<file path="src/rtl/usb_rx_packet_pkg.sv">
// Shared PID codes, CRC constants and FSM encoding for the UTMI receive packet decoder.
package usb_rx_pkg;

  localparam int DLEN_W = 11;

  localparam logic [3:0] PID_OUT   = 4'h1;
  localparam logic [3:0] PID_IN    = 4'h9;
  localparam logic [3:0] PID_SOF   = 4'h5;
  localparam logic [3:0] PID_SETUP = 4'hD;
  localparam logic [3:0] PID_DATA0 = 4'h3;
  localparam logic [3:0] PID_DATA1 = 4'hB;
  localparam logic [3:0] PID_ACK   = 4'h2;
  localparam logic [3:0] PID_NAK   = 4'hA;
  localparam logic [3:0] PID_STALL = 4'hE;

  localparam logic [4:0]  CRC5_POLY      = 5'h05;
  localparam logic [4:0]  CRC5_RESIDUAL  = 5'b01100;
  localparam logic [15:0] CRC16_POLY     = 16'h8005;
  localparam logic [15:0] CRC16_RESIDUAL = 16'h800D;

  typedef enum logic [2:0] {
    ST_IDLE,
    ST_PID,
    ST_TOK1,
    ST_TOK2,
    ST_DATA,
    ST_HSK,
    ST_DRAIN
  } rx_state_t;

  typedef enum logic [1:0] {
    PK_TOKEN,
    PK_DATA,
    PK_HSK
  } pid_class_t;

  // Reserved/special PIDs share the handshake path: no payload is expected after them.
  function automatic pid_class_t pid_class(input logic [3:0] pid);
    pid_class_t c;
    c = PK_HSK;
    case (pid)
      PID_OUT, PID_IN, PID_SOF, PID_SETUP: c = PK_TOKEN;
      PID_DATA0, PID_DATA1:                c = PK_DATA;
      PID_ACK, PID_NAK, PID_STALL:         c = PK_HSK;
      default:                             c = PK_HSK;
    endcase
    return c;
  endfunction

endpackage

</file>
<file path="src/rtl/usb_rx_packet_if.sv">
// UTMI receive-side signals from the PHY; the PHY (or a bench) drives master, the decoder takes slave.
interface usb_rx_packet_if;
  logic [7:0] utmi_data_in_i;
  logic       utmi_rxvalid_i;
  logic       utmi_rxactive_i;
  logic       utmi_rxerror_i;

  modport master (
    output utmi_data_in_i, utmi_rxvalid_i, utmi_rxactive_i, utmi_rxerror_i
  );

  modport slave (
    input utmi_data_in_i, utmi_rxvalid_i, utmi_rxactive_i, utmi_rxerror_i
  );
endinterface

</file>
<file path="src/rtl/usb_rx_packet_crc_byte.sv">
// Combinational next-CRC over one byte, LSB first; W/POLY select CRC5 or CRC16.
module usb_crc_byte #(
  parameter int         W    = 5,
  parameter logic [W-1:0] POLY = '0
) (
  input  logic [W-1:0] crc_i,
  input  logic [7:0]   data_i,
  output logic [W-1:0] crc_o
);

  always_comb begin
    logic [W-1:0] c;
    c = crc_i;
    for (int i = 0; i < 8; i++) begin
      if (data_i[i] ^ c[W-1]) c = {c[W-2:0], 1'b0} ^ POLY;
      else                    c = {c[W-2:0], 1'b0};
    end
    crc_o = c;
  end

endmodule

</file>
<file path="src/rtl/usb_rx_packet.sv">
// Decodes UTMI RX bytes into PID/token/payload with CRC checks; pkt_done one clock after rxactive falls.
// No backpressure: every rxvalid byte is consumed in the clock it arrives.
module usb_rx_packet
  import usb_rx_pkg::*;
#(
  parameter int MAX_DATA = 1023
) (
  input  logic              clk_i,
  input  logic              rst_i,
  usb_rx_packet_if.slave    utmi,
  output logic              pkt_start_o,
  output logic [3:0]        pid_o,
  output logic              token_valid_o,
  output logic [6:0]        token_addr_o,
  output logic [3:0]        token_endp_o,
  output logic [10:0]       frame_num_o,
  output logic [7:0]        data_o,
  output logic              data_valid_o,
  output logic [DLEN_W-1:0] data_len_o,
  output logic              pkt_done_o,
  output logic              pkt_ok_o,
  output logic              pid_err_o,
  output logic              crc_err_o,
  output logic              len_err_o,
  output logic              rx_err_o
);

  localparam logic [DLEN_W-1:0] MAX_LEN = DLEN_W'(MAX_DATA);

  rx_state_t         state_q, state_d;
  logic              act_q;
  logic [7:0]        tok_b1_q, tok_b1_d;
  logic [2:0]        tok_b2_q, tok_b2_d;
  logic [7:0]        h0_q, h0_d, h1_q, h1_d;
  logic [1:0]        hcnt_q, hcnt_d;
  logic              tok_drain_q, tok_drain_d;
  logic [4:0]        crc5_q, crc5_d, crc5_nxt;
  logic [15:0]       crc16_q, crc16_d, crc16_nxt;
  logic [3:0]        pid_d;
  logic [DLEN_W-1:0] len_d;
  logic [7:0]        data_d;
  logic              start_d, tokv_d, dv_d, done_d, ok_d;
  logic              pid_err_d, crc_err_d, len_err_d, rx_err_d;
  logic              end_evt;

  logic [7:0] rx_byte;
  logic       rx_vld;
  logic       rx_act;
  assign rx_byte = utmi.utmi_data_in_i;
  assign rx_vld  = utmi.utmi_rxvalid_i;
  assign rx_act  = utmi.utmi_rxactive_i;

  assign token_addr_o = tok_b1_q[6:0];
  assign token_endp_o = {tok_b2_q, tok_b1_q[7]};
  assign frame_num_o  = {tok_b2_q, tok_b1_q};

  usb_crc_byte #(.W(5), .POLY(CRC5_POLY)) u_crc5 (
    .crc_i  (crc5_q),
    .data_i (rx_byte),
    .crc_o  (crc5_nxt)
  );

  usb_crc_byte #(.W(16), .POLY(CRC16_POLY)) u_crc16 (
    .crc_i  (crc16_q),
    .data_i (rx_byte),
    .crc_o  (crc16_nxt)
  );

  always_comb begin
    state_d     = state_q;
    tok_b1_d    = tok_b1_q;
    tok_b2_d    = tok_b2_q;
    h0_d        = h0_q;
    h1_d        = h1_q;
    hcnt_d      = hcnt_q;
    tok_drain_d = tok_drain_q;
    crc5_d      = crc5_q;
    crc16_d     = crc16_q;
    pid_d       = pid_o;
    len_d       = data_len_o;
    data_d      = data_o;
    pid_err_d   = pid_err_o;
    crc_err_d   = crc_err_o;
    len_err_d   = len_err_o;
    rx_err_d    = rx_err_o;
    start_d     = 1'b0;
    tokv_d      = 1'b0;
    dv_d        = 1'b0;
    done_d      = 1'b0;
    ok_d        = 1'b0;
    end_evt     = 1'b0;

    unique case (state_q)
      ST_IDLE: begin
        if (rx_act && !act_q) state_d = ST_PID;
      end

      ST_PID: begin
        if (rx_vld) begin
          pid_d       = rx_byte[3:0];
          start_d     = 1'b1;
          pid_err_d   = 1'b0;
          crc_err_d   = 1'b0;
          len_err_d   = 1'b0;
          rx_err_d    = 1'b0;
          len_d       = '0;
          hcnt_d      = '0;
          tok_drain_d = 1'b0;
          crc5_d      = '1;
          crc16_d     = '1;
          if (rx_byte[7:4] != ~rx_byte[3:0]) begin
            pid_err_d = 1'b1;
            state_d   = ST_DRAIN;
          end else begin
            unique case (pid_class(rx_byte[3:0]))
              PK_TOKEN: state_d = ST_TOK1;
              PK_DATA:  state_d = ST_DATA;
              default:  state_d = ST_HSK;
            endcase
          end
        end else if (!rx_act) begin
          end_evt = 1'b1;
        end
      end

      ST_TOK1: begin
        if (rx_vld) begin
          tok_b1_d = rx_byte;
          crc5_d   = crc5_nxt;
          state_d  = ST_TOK2;
        end else if (!rx_act) begin
          len_err_d = 1'b1;
          end_evt   = 1'b1;
        end
      end

      // The token is reported even with a bad CRC; pkt_ok qualifies it at packet end.
      ST_TOK2: begin
        if (rx_vld) begin
          tok_b2_d    = rx_byte[2:0];
          crc5_d      = crc5_nxt;
          tokv_d      = 1'b1;
          tok_drain_d = 1'b1;
          state_d     = ST_DRAIN;
          if (crc5_nxt != CRC5_RESIDUAL) crc_err_d = 1'b1;
        end else if (!rx_act) begin
          len_err_d = 1'b1;
          end_evt   = 1'b1;
        end
      end

      // Two bytes are always held back so the trailing CRC16 never reaches data_o.
      ST_DATA: begin
        if (rx_vld) begin
          crc16_d = crc16_nxt;
          h0_d    = rx_byte;
          h1_d    = h0_q;
          if (hcnt_q == 2'd2) begin
            if (data_len_o == MAX_LEN) begin
              len_err_d = 1'b1;
            end else begin
              dv_d   = 1'b1;
              data_d = h1_q;
              len_d  = data_len_o + 1'b1;
            end
          end else begin
            hcnt_d = hcnt_q + 1'b1;
          end
        end else if (!rx_act) begin
          if (hcnt_q != 2'd2)            len_err_d = 1'b1;
          if (crc16_q != CRC16_RESIDUAL) crc_err_d = 1'b1;
          end_evt = 1'b1;
        end
      end

      ST_HSK: begin
        if (rx_vld)       len_err_d = 1'b1;
        else if (!rx_act) end_evt   = 1'b1;
      end

      ST_DRAIN: begin
        if (rx_vld) begin
          if (tok_drain_q) len_err_d = 1'b1;
        end else if (!rx_act) begin
          end_evt = 1'b1;
        end
      end

      default: state_d = ST_IDLE;
    endcase

    if (state_q != ST_IDLE && utmi.utmi_rxerror_i) rx_err_d = 1'b1;

    if (end_evt) begin
      done_d  = 1'b1;
      ok_d    = !(pid_err_d || crc_err_d || len_err_d || rx_err_d);
      state_d = ST_IDLE;
    end
  end

  // act_q resets high so a packet already in flight at reset release is not picked up mid-stream.
  always_ff @(posedge clk_i or posedge rst_i) begin
    if (rst_i) begin
      state_q       <= ST_IDLE;
      act_q         <= 1'b1;
      tok_b1_q      <= '0;
      tok_b2_q      <= '0;
      h0_q          <= '0;
      h1_q          <= '0;
      hcnt_q        <= '0;
      tok_drain_q   <= 1'b0;
      crc5_q        <= '1;
      crc16_q       <= '1;
      pkt_start_o   <= 1'b0;
      pid_o         <= '0;
      token_valid_o <= 1'b0;
      data_o        <= '0;
      data_valid_o  <= 1'b0;
      data_len_o    <= '0;
      pkt_done_o    <= 1'b0;
      pkt_ok_o      <= 1'b0;
      pid_err_o     <= 1'b0;
      crc_err_o     <= 1'b0;
      len_err_o     <= 1'b0;
      rx_err_o      <= 1'b0;
    end else begin
      state_q       <= state_d;
      act_q         <= rx_act;
      tok_b1_q      <= tok_b1_d;
      tok_b2_q      <= tok_b2_d;
      h0_q          <= h0_d;
      h1_q          <= h1_d;
      hcnt_q        <= hcnt_d;
      tok_drain_q   <= tok_drain_d;
      crc5_q        <= crc5_d;
      crc16_q       <= crc16_d;
      pkt_start_o   <= start_d;
      pid_o         <= pid_d;
      token_valid_o <= tokv_d;
      data_o        <= data_d;
      data_valid_o  <= dv_d;
      data_len_o    <= len_d;
      pkt_done_o    <= done_d;
      pkt_ok_o      <= ok_d;
      pid_err_o     <= pid_err_d;
      crc_err_o     <= crc_err_d;
      len_err_o     <= len_err_d;
      rx_err_o      <= rx_err_d;
    end
  end

endmodule

</file>
<file path="src/flat_wrapper.sv">
// flat-port wrapper written by rule: the top's interface ports become plain ports
module usb_rx_packet_flat import usb_rx_pkg::*;
#(
  parameter int MAX_DATA = 1023
)
  (clk_i, rst_i, pkt_start_o, pid_o, token_valid_o, token_addr_o, token_endp_o, frame_num_o, data_o, data_valid_o, data_len_o, pkt_done_o, pkt_ok_o, pid_err_o, crc_err_o, len_err_o, rx_err_o, utmi_utmi_data_in_i, utmi_utmi_rxvalid_i, utmi_utmi_rxactive_i, utmi_utmi_rxerror_i);
  usb_rx_packet_if utmi_i ();
  input  logic clk_i;
  input  logic rst_i;
  output logic pkt_start_o;
  output logic [3:0] pid_o;
  output logic token_valid_o;
  output logic [6:0] token_addr_o;
  output logic [3:0] token_endp_o;
  output logic [10:0] frame_num_o;
  output logic [7:0] data_o;
  output logic data_valid_o;
  output logic [DLEN_W-1:0] data_len_o;
  output logic pkt_done_o;
  output logic pkt_ok_o;
  output logic pid_err_o;
  output logic crc_err_o;
  output logic len_err_o;
  output logic rx_err_o;
  input wire logic [$bits(utmi_i.utmi_data_in_i)-1:0] utmi_utmi_data_in_i;
  input wire logic [$bits(utmi_i.utmi_rxvalid_i)-1:0] utmi_utmi_rxvalid_i;
  input wire logic [$bits(utmi_i.utmi_rxactive_i)-1:0] utmi_utmi_rxactive_i;
  input wire logic [$bits(utmi_i.utmi_rxerror_i)-1:0] utmi_utmi_rxerror_i;
  assign utmi_i.utmi_data_in_i = utmi_utmi_data_in_i;
  assign utmi_i.utmi_rxvalid_i = utmi_utmi_rxvalid_i;
  assign utmi_i.utmi_rxactive_i = utmi_utmi_rxactive_i;
  assign utmi_i.utmi_rxerror_i = utmi_utmi_rxerror_i;
  usb_rx_packet #(.MAX_DATA(MAX_DATA)) u_core (.clk_i(clk_i), .rst_i(rst_i), .utmi(utmi_i), .pkt_start_o(pkt_start_o), .pid_o(pid_o), .token_valid_o(token_valid_o), .token_addr_o(token_addr_o), .token_endp_o(token_endp_o), .frame_num_o(frame_num_o), .data_o(data_o), .data_valid_o(data_valid_o), .data_len_o(data_len_o), .pkt_done_o(pkt_done_o), .pkt_ok_o(pkt_ok_o), .pid_err_o(pid_err_o), .crc_err_o(crc_err_o), .len_err_o(len_err_o), .rx_err_o(rx_err_o));
endmodule
</file>
<file path="config.mk">
export PLATFORM = sky130hd
export DESIGN_NAME = usb_rx_packet_flat
export DESIGN_NICKNAME = d
export VERILOG_FILES = /design/src/rtl/usb_rx_packet_pkg.sv /design/src/rtl/usb_rx_packet_if.sv /design/src/rtl/usb_rx_packet_crc_byte.sv /design/src/rtl/usb_rx_packet.sv /design/src/flat_wrapper.sv
export SDC_FILE = /design/constraint.sdc
export NUM_CORES = 1
export LEC_CHECK = 0
export ABC_AREA = 1
export CORE_ASPECT_RATIO = 0.5
export CORE_MARGIN = 2
export CORE_UTILIZATION = 40
export CTS_CLUSTER_DIAMETER = 150
export DETAILED_ROUTE_END_ITERATION = 6
export PLACE_DENSITY = 0.65
export REMOVE_ABC_BUFFERS = 1
export SLEW_MARGIN = 20
export SYNTH_ARGS = -nofsm -noshare
export SYNTH_HDL_FRONTEND = slang
export SYNTH_SLANG_ARGS = --single-unit
</file>
<file path="constraint.sdc">
create_clock -name clk_i -period 4 [get_ports clk_i]
set_input_delay 0.6 -clock clk_i [delete_from_list [all_inputs] [get_ports clk_i]]
set_output_delay 0.6 -clock clk_i [all_outputs]
set_load 0.05 [all_outputs]
</file>
# Word-level counts from Yosys, hierarchy flattened
# Memories as Yosys holds them, arrays and structs flattened.
# Cells that the tools add are included.
# classes
bitwise	34
reduce_logical	27
n_eq_ne	25
add_sub_neg	2
n_shift	0
magnitude_cmp	0
n_div	0
muxes	82
mul	0
# ops
cell	count
2-to-1 mux 16 bit	10
2-to-1 mux 11 bit	4
2-to-1 mux 3 bit	14
2-to-1 mux 1 bit	37
one-hot mux 16 bit (2 select lines)	1
inverter 3 bit	8
one-hot mux 11 bit (2 select lines)	1
!= test 16 bit (second input constant)	1
inverter 2 bit	8
bitwise XOR 1 bit	16
one-hot mux 3 bit (5 select lines)	1
2-to-1 mux 2 bit	6
!= test 2 bit (second input constant)	6
adder 11 x 1 -> 11 bit (second input constant)	1
equality test 11 x 10 -> 1 bit (second input constant)	1
2-to-1 mux 5 bit	2
one-hot mux 5 bit (2 select lines)	1
AND reduction 5 bit	2
equality test 3 bit (second input constant)	3
!= test 3 x 2 -> 1 bit (second input constant)	3
AND reduction 3 bit	3
AND reduction 2 bit	4
AND reduction 4 bit	2
equality test 3 x 2 -> 1 bit (second input constant)	2
25 further kinds	33
# word_totals
ramBits	0
rom_bits	32
output_inout_bits	54
n_memories	1
word_cells	193
latchBits	0
regBits	87
# memory_table
memory	depth	width	read_ports	rd_clocked_by_memory_dff	wr	line	text
(no name shown)	16	2	1	0	0	usb_rx_packet_pkg.sv:41	case (pid)

# Depth between registers and ports, before layout
# Gate-level depths: netlist of run 1.
# depth
depth_word	25
depth_mapped	20
depth_no_buf	19

# By module
# A second synthesis of run 1 with hierarchy kept.
# unflattened
cells_unflattened	658
hier_area_um2	5078.6
# by_module_without_submodules
module	area_each_um2	cells_per_inst	n_inst
usb_rx_packet	4139.0	503	1
usb_crc_byte (u_core.u_crc16)	570.5	74	1
usb_crc_byte (u_core.u_crc5)	369.1	81	1

# Worst setup path after synthesis of run 1
# No wires, ideal clock.
# synth_path
path_type	flip-flop to flip-flop
from	register u_core.data_len_o[0]
to	register u_core.data_len_o[9]
arrival_time_ps	2031
synth_period_minus_slack_ps	2183
n_path_buf	0
path_slack_ps	1817
stages_incl_launch_ff	13
cell_sequence	dfrtp_1 -> ha_1 -> nand3_1 -> nor3_1 -> nand4_1 -> nand3_2 -> nand2_2 -> nand2_2 -> nor2_2 -> nand3_2 -> nor2_1 -> o21ai_0 -> a31oi_1
# synth_via
elab_chain_len	5
# synth_rtl
element	line	text
start, declared	usb_rx_packet.sv:19	output logic [DLEN_W-1:0] data_len_o,
start signal, assigned	usb_rx_packet.sv:242	data_len_o <= len_d;
adder 11 x 1 -> 11 bit	usb_rx_packet.sv:164	len_d = data_len_o + 1'b1;
2-to-1 mux 11 bit	usb_rx_packet.sv:159	if (data_len_o == MAX_LEN) begin
2-to-1 mux 11 bit	usb_rx_packet.sv:158	if (hcnt_q == 2'd2) begin
2-to-1 mux 11 bit	usb_rx_packet.sv:154	if (rx_vld) begin
one-hot mux 11 bit (2 select lines)	usb_rx_packet.sv:93	unique case (state_q)
# Parallel ways exist; a longest one is shown, timed or not. The select of a mux whose other input is x is not followed.
# A chain may end at the register's enable or synchronous reset.

# Final worst setup path of run 1
# layout_path
from	input port utmi_utmi_rxvalid_i
to	register u_core.data_len_o[9]
# layout_via
elab_chain_len	2
# layout_rtl
element	line	text
start, declared	flat_wrapper.sv:26	input wire logic [$bits(utmi_i.utmi_rxvalid_i)-1:0] utmi_utmi_rxvalid_i;
!= test 2 bit (no source line)	--	
AND reduction 5 bit (no source line) (*)	--	
# Every way passes the cells marked *; elsewhere a longest branch is shown, timed or not.

==> flow_summary.yaml, run 1 <==
outcome:
  status: "complete, no violations"
pwr:
  p_sw_uw: 2230
  switching_share_pct: 45.6
  p_leak_uw: 0.00257
  power_frac_seq_pct: 30.8
  pwr-share-clk_pct: 18.4
  power.density_nw_per_um2: 892
  internal_power_uw: 2670
  power.share.combinational_pct: 50.8
  ir_worst_vdd_mv: 0.343
yosys:
  yosysUniqueCellTypes: 43
  synth_top_area_cell: "dfrtp_1"
  syn_area_um2: 4430
  synth_cells: 514
  ys_warn_count: 0
  yosys-top-cells-area: "dfrtp_1, dfstp_2, nand2_1, inv_1, o21ai_0"
  synth.avg_cell_area_um2: 8.63
  synthDominantCellAreaShare_pct: 36.7
  ys_seq_area_share_pct: 49.7
  postSynth.asyncResetShare_pct: 100
  synth_commonest_cells: "nand2_1, inv_1, dfrtp_1"
  synthFlopType: "dfrtp_1"
  synth-edff-count: 0
  yosysMostFrequentCell: "nand2_1"
  ys_ff_latch: 87
min_path:
  hold_path.class: "reg2reg"
worst_setup_path:
  crit_buf_inv: 2
  worst-path-max-fanout: 15
  path_class: "in2reg"
  worstPathRequired_ns: 4.27
  rr_startpoint: "u_core.state_q[0]"
  reg2reg_setup_slack_ns: 1.49
  r2r_cells: 14
  cp-startpoint: "utmi_utmi_rxvalid_i"
  endpoint: "u_core.data_len_o[9]"
  crit_path_cell_trace: "clkdlybuf4s50_1 > inv_1 > nor2_1 > nand2_1 > nand2_2 > nand3_2 > nand2_2 > nand2_2 > nor2_2 > nand3_2 > nor2_1 > o21ai_0 > a31oi_1"
  max_stage_delay_ns: 0.63
  path_common_cell: "nand2_2"
  r2r-end: "u_core.data_len_o[9]"
  critPathSlowestCell: "clkdlybuf4s50_1"
  arrival_ns: 2.92
  cp_top_family: "simple AND/OR/NAND/NOR gates"
  cp_num_cells: 13
  startpoint_type: "input port"
  critPathCaptureType: "flop"
routing:
  wl_per_cell_um: 14.0
  via_per_inst: 4.88
  wirelength_mm: 10.1
  drt_iter0_drc: 193
  first_pass_iters: 4
  antenna_left: 0
  dr_total_vias: 3520
  drt_drc_violations_left: 0
sta:
  finClkSkew_ns: 0.00858
  rsz0062_at_grt: "no"
  whs_ns: 0.470
  fin_crit_sh_pct: 66.3
  max_freq_mhz: 377
  hold_viol_final: 0
  setup-tns-final_ns: 0
  tightestPinTransition_ns: 0.724
  setup_viol: 0
  slew_headroom_pct: 51.7
  maxSlewViolCount: 0
  period_needed_ns: 2.65
global_routing:
  grt.overflow.total: 0
  grt_start_max_net_pins: 42
  grt_usage_pct: 17.7
  antenna_found_initial: 0
  grt_pass1_vias: 3317
  grt_pass1_wl_mm: 16.9
cts:
  clk_path_buf_depth: 2
  clock-root-buffer: "clkbuf_16"
  h-tree-depth: 3
  clk_pin_slew_worst_paths_ns: 0.06
  cts_tree: "yes"
  clock_latency_ns: 0.34
  numCtsBuffers: 9
  cts_setup_buffers: 0
  cts_sinks: 87
  cts_resized: 0
  ctsHoldBuffers: 0
cells_and_area:
  area_growth_pct: 24.0
  antenna_cells: 0
  drive_gt1_share_pct: 14.4
  final_util_pct: 50.4
  fin_cells: 722
  nets: 588
placement:
  placedCellCount: 707
  dp_hpwl_mm: 7.52
  portBuffers: 66
  routabilityCongestion: 0.912
floorplan:
  io-pin-count: 67
  rows: 27
  start_util_pct: 40.6
  die_h_um: 78.5
  core_um2: 10900
  die_area_um2: 12000
  die-width_um: 153
run:
  maxCapViolCount: 0
[tightest hold or removal path: cells and delay by family, from the launching register on]
| kind | cells | cell delay (ns) |
|---|---|---|
| DFF | 1 | 0.34 |
| and+or+nand+nor | 2 | 0.10 |
[final cells by class]
class / count / area, µm²
Clock buffer: 10 / 239
Clock inverter: 5 / 82.6
Fill cell: 1000 / 5420
Inverter: 70 / 264
Multi-Input combinational cell: 334 / 1830
Sequential cell: 87 / 2200
Tap cell: 145 / 181
Timing Repair Buffer: 71 / 698
[layout by cell type, fill, tap and decap left out, types with 12 or more instances in the layout]
| master | netlist | final |
|---|---|---|
| dfrtp_1 | 65 | 65 |
| nor2_1 | 37 | 37 |
| nand3_1 | 20 | 20 |
| a21oi_1 | 15 | 15 |
| clkdlybuf4s50_1 | 0 | 66 |
| xor2_1 | 12 | 12 |
| nand2_1 | 119 | 119 |
| nand2_2 | 13 | 13 |
| inv_1 | 66 | 65 |
| dfstp_2 | 22 | 22 |
| o21ai_0 | 42 | 42 |
| xnor2_1 | 13 | 13 |
[worst min-delay path by stage]
| stage | end | startpoint | cells past startpoint | slack [ns] |
|---|---|---|---|---|
| 2_1_floorplan | u_core.h1_q[0] | u_core.h0_q[0] | 2 | 0.44 |
| 3_3_place_gp | u_core.h1_q[2] | u_core.h0_q[2] | 2 | 0.45 |
| 3_5_place_dp | u_core.h1_q[4] | u_core.h0_q[4] | 2 | 0.46 |
| 4_1_cts | u_core.h1_q[4] | u_core.h0_q[4] | 2 | 0.47 |
| 5_1_grt | u_core.h1_q[7] | u_core.h0_q[7] | 2 | 0.50 |
| 6_report | u_core.h1_q[4] | u_core.h0_q[4] | 2 | 0.47 |
[kinds of logic after synthesis]
kind of cell,count (synthesis),share of synthesized area (%)
AND/OR/NAND/NOR,225,24.6
buffers and inverters,93,9.09
flip-flops,87,49.7
AO/OA/AOI/OAI,79,9.99
XOR/XNOR,28,6.04
adder cells (fa/ha/maj),2,0.564
[sequential cells by signal (all words and copies together) (netlist names)]
name and flops:
u_core.state_q 3, u_core.h0_q 8, u_core.data_valid_o 1, u_core.pkt_ok_o 1
u_core.tok_b2_q 3, u_core.h1_q 8, u_core.len_err_o 1, u_core.tok_b1_q 8
u_core.pid_err_o 1, u_core.pkt_done_o 1, u_core.act_q 1, u_core.tok_drain_q 1
u_core.rx_err_o 1, u_core.pkt_start_o 1, u_core.crc16_q 16, u_core.token_valid_o 1
u_core.data_o 8, u_core.data_len_o 11, u_core.crc_err_o 1, u_core.hcnt_q 2
u_core.crc5_q 5, u_core.pid_o 4
[through the flow]
step	instance area (µm²)	setup slack [ns]	power, µW
after floorplan	4290	1.19	3300
after global placement	5170	1.03	3990
after detailed placement	5170	1.01	4020
after CTS	5500	1.37	4930
after global routing	5500	1.17	5220
final	5500	1.35	4900
[power groups by stage]
stage | clock network [µW] | logic (µW) | registers [µW]
after floorplan | 0 | 1180 | 2120
after global placement | 0 | 2470 | 1520
after detailed placement | 0 | 2490 | 1530
after CTS | 917 | 2500 | 1510
after global routing | 954 | 2710 | 1550
final | 901 | 2490 | 1510
[per-layer routing]
metal / up-vias / part of all wire (%) / GRT usage (%)
met2: 80 / 46 / 28.2
li1: 1750 / - / -
met5: - / 0 / 0
met1: 1674 / 48 / 24.5
met3: 16 / 5.3 / 4.14
met4: 0 / 1.4 / 4.91
Power figures use the tool's default switching activity.
==> inputs of run 2 (changes only) <==
--- a/config.mk
+++ b/config.mk
@@ -11,7 +11,7 @@
 export CORE_UTILIZATION = 40
 export CTS_CLUSTER_DIAMETER = 150
 export DETAILED_ROUTE_END_ITERATION = 6
-export PLACE_DENSITY = 0.65
+export PLACE_DENSITY = 0.67
 export REMOVE_ABC_BUFFERS = 1
 export SLEW_MARGIN = 20
 export SYNTH_ARGS = -nofsm -noshare
==> constraint.sdc (replaced) <==
create_clock -name clk_i -period 2.4 [get_ports clk_i]
set_input_delay 0.36 -clock clk_i [delete_from_list [all_inputs] [get_ports clk_i]]
set_output_delay 0.36 -clock clk_i [all_outputs]
set_load 0.05 [all_outputs]
==> flow_summary.yaml, run 2 (synthesis results as in run 1) <==
sta:
  period_needed_ns: 2.11
  max_freq_mhz: 474
  finClkSkew_ns: 0.00889
  setup_viol: 0
  maxSlewViolCount: 0
  rsz0062_at_grt: "no"
  fin_crit_sh_pct: 88.0
  tightestPinTransition_ns: 0.511
  slew_headroom_pct: 65.8
  hold_viol_final: 0
  setup-tns-final_ns: 0
  whs_ns: 0.458
worst_setup_path:
  startpoint_type: "input port"
  r2r-end: "u_core.data_len_o[9]"
  cp-startpoint: "utmi_utmi_data_in_i[1]"
  endpoint: "u_core.pkt_ok_o"
  crit_buf_inv: 2
  r2r_cells: 12
  critPathSlowestCell: "clkdlybuf4s50_1"
  rr_startpoint: "u_core.data_len_o[0]"
  worstPathRequired_ns: 2.66
  max_stage_delay_ns: 0.61
  worst-path-max-fanout: 4
  path_class: "in2reg"
  cp_num_cells: 8
  reg2reg_setup_slack_ns: 0.31
  arrival_ns: 2.37
  crit_path_cell_trace: "clkdlybuf4s50_1 > buf_4 > xor2_2 > xor2_1 > or2_0 > nor4_1 > o211ai_1 > nor3_2"
  cp_top_family: "buffers and inverters"
  critPathCaptureType: "flop"
pwr:
  ir_worst_vdd_mv: 0.723
  power.share.combinational_pct: 52.5
  pwr-share-clk_pct: 17.8
  switching_share_pct: 45.0
  p_sw_uw: 3800
  power.density_nw_per_um2: 1490
  p_leak_uw: 0.00269
  power_frac_seq_pct: 29.8
  power.total_uw: 8450
  internal_power_uw: 4650
cts:
  clk_pin_slew_worst_paths_ns: 0.07
  cts_sinks: 87
  clk_path_buf_depth: 2
  cts_setup_buffers: 0
  clock_latency_ns: 0.34
  numCtsBuffers: 9
  cts_tree: "yes"
  clock-root-buffer: "clkbuf_16"
  cts_resized: 0
  h-tree-depth: 3
  ctsHoldBuffers: 0
global_routing:
  antenna_found_initial: 0
  grt_pass1_vias: 3448
  grt.overflow.total: 0
  grt_start_max_net_pins: 88
  grt_pass1_wl_mm: 17.1
  grt_usage_pct: 18.0
routing:
  antenna_left: 0
  drt_iter0_drc: 212
  via_per_inst: 4.79
  first_pass_iters: 4
  drt_drc_violations_left: 0
  wirelength_mm: 10.2
  wl_per_cell_um: 13.6
  dr_total_vias: 3570
cells_and_area:
  drive_gt1_share_pct: 17.6
  antenna_cells: 0
  largest_register: "u_core.crc16_q"
  fill_cells: 982
  multi_input_area_um2: 1830
  design_area_um2: 5680
  final_common_cell: "nand2_1"
  area_growth_pct: 28.1
  reg_top3: "u_core.crc16_q: 16 flops, u_core.data_len_o: 11 flops"
  largest_reg_flops: 16
  layout_common_cells: "nand2_1, clkdlybuf4s50_1, inv_1, dfrtp_1, o21ai_0"
  seqCellArea_um2: 2200
  nets: 611
floorplan:
  die_h_um: 78.5
  die-width_um: 153
  start_util_pct: 40.6
  io-pin-count: 67
  core_um2: 10900
  die_area_um2: 12000
  rows: 27
placement:
  dp_hpwl_mm: 7.54
  portBuffers: 66
  postPlaceCellArea_um2: 5360
  routabilityCongestion: 0.917
outcome:
  status: "complete, no violations"
run:
  maxCapViolCount: 0
min_path:
  hold_path.class: "in2async"
[run 2: cell count changes in the layout (fill, tap and decap cells not counted)]
cell / before / now
buf_12: 0 / 1
buf_4: 5 / 27
clkbuf_1: 0 / 1
clkbuf_8: 1 / 0
clkinvlp_4: 3 / 2
inv_6: 0 / 2
[run 2: power groups by stage]
stage	Sequential, µW	Clock, µW	Combinational [µW]
final	2520	1500	4430
after global routing	2590	1600	4830
after CTS	2520	1530	4460
after detailed placement	2540	0	4420
after global placement	2520	0	4370
after floorplan	3530	0	1960
[run 2: worst min-delay path, delay by kind of cell]
family / cells / cell delay [ns]
buffers and inverters: 3 / 0.86
[run 2: how the worst min path moves through the flow]
| stage | cells after the start | slack, ns | from | end |
|---|---|---|---|---|
| after global routing | 2 | 0.49 | u_core.data_o[7] | u_core.data_o[7] |
| after floorplan | 0 | 0.36 | utmi_utmi_rxactive_i | u_core.act_q |
| final | 3 | 0.46 | rst_i | u_core.h1_q[2] |
| after CTS | 3 | 0.47 | rst_i | u_core.data_valid_o |
| after global placement | 2 | 0.45 | u_core.h0_q[3] | u_core.h1_q[3] |
| after detailed placement | 2 | 0.46 | u_core.h0_q[2] | u_core.h1_q[2] |
[run 2: final cells by class]
type                    count  share of cell area (%)
clock buffers              10                    4.03
clock inverters             6                    1.63
inverters                  70                    4.65
multi-input cells         334                    32.2
flip-flops and latches     87                    38.8
well taps                 145                    3.19
repair buffers             94                    15.5
[run 2: stage by stage]
stage          worst slack [ns]  std cells  util, %
3_3_place_gp            -0.0360        730     49.1
5_1_grt                  0.0350        746     52.1
6_report                  0.289        746     52.1
4_1_cts                   0.314        746     52.1
3_5_place_dp            -0.0347        730     49.1
2_1_floorplan            -0.174        491        -
[run 2: metal layers]
metal,wire [µm],global-route usage [%],vias up
li1,-,-,1789
met1,4710,23.8,1699
met2,4830,29.6,68
met3,471,3.81,14
met4,157,6.30,0
met5,0,0,-
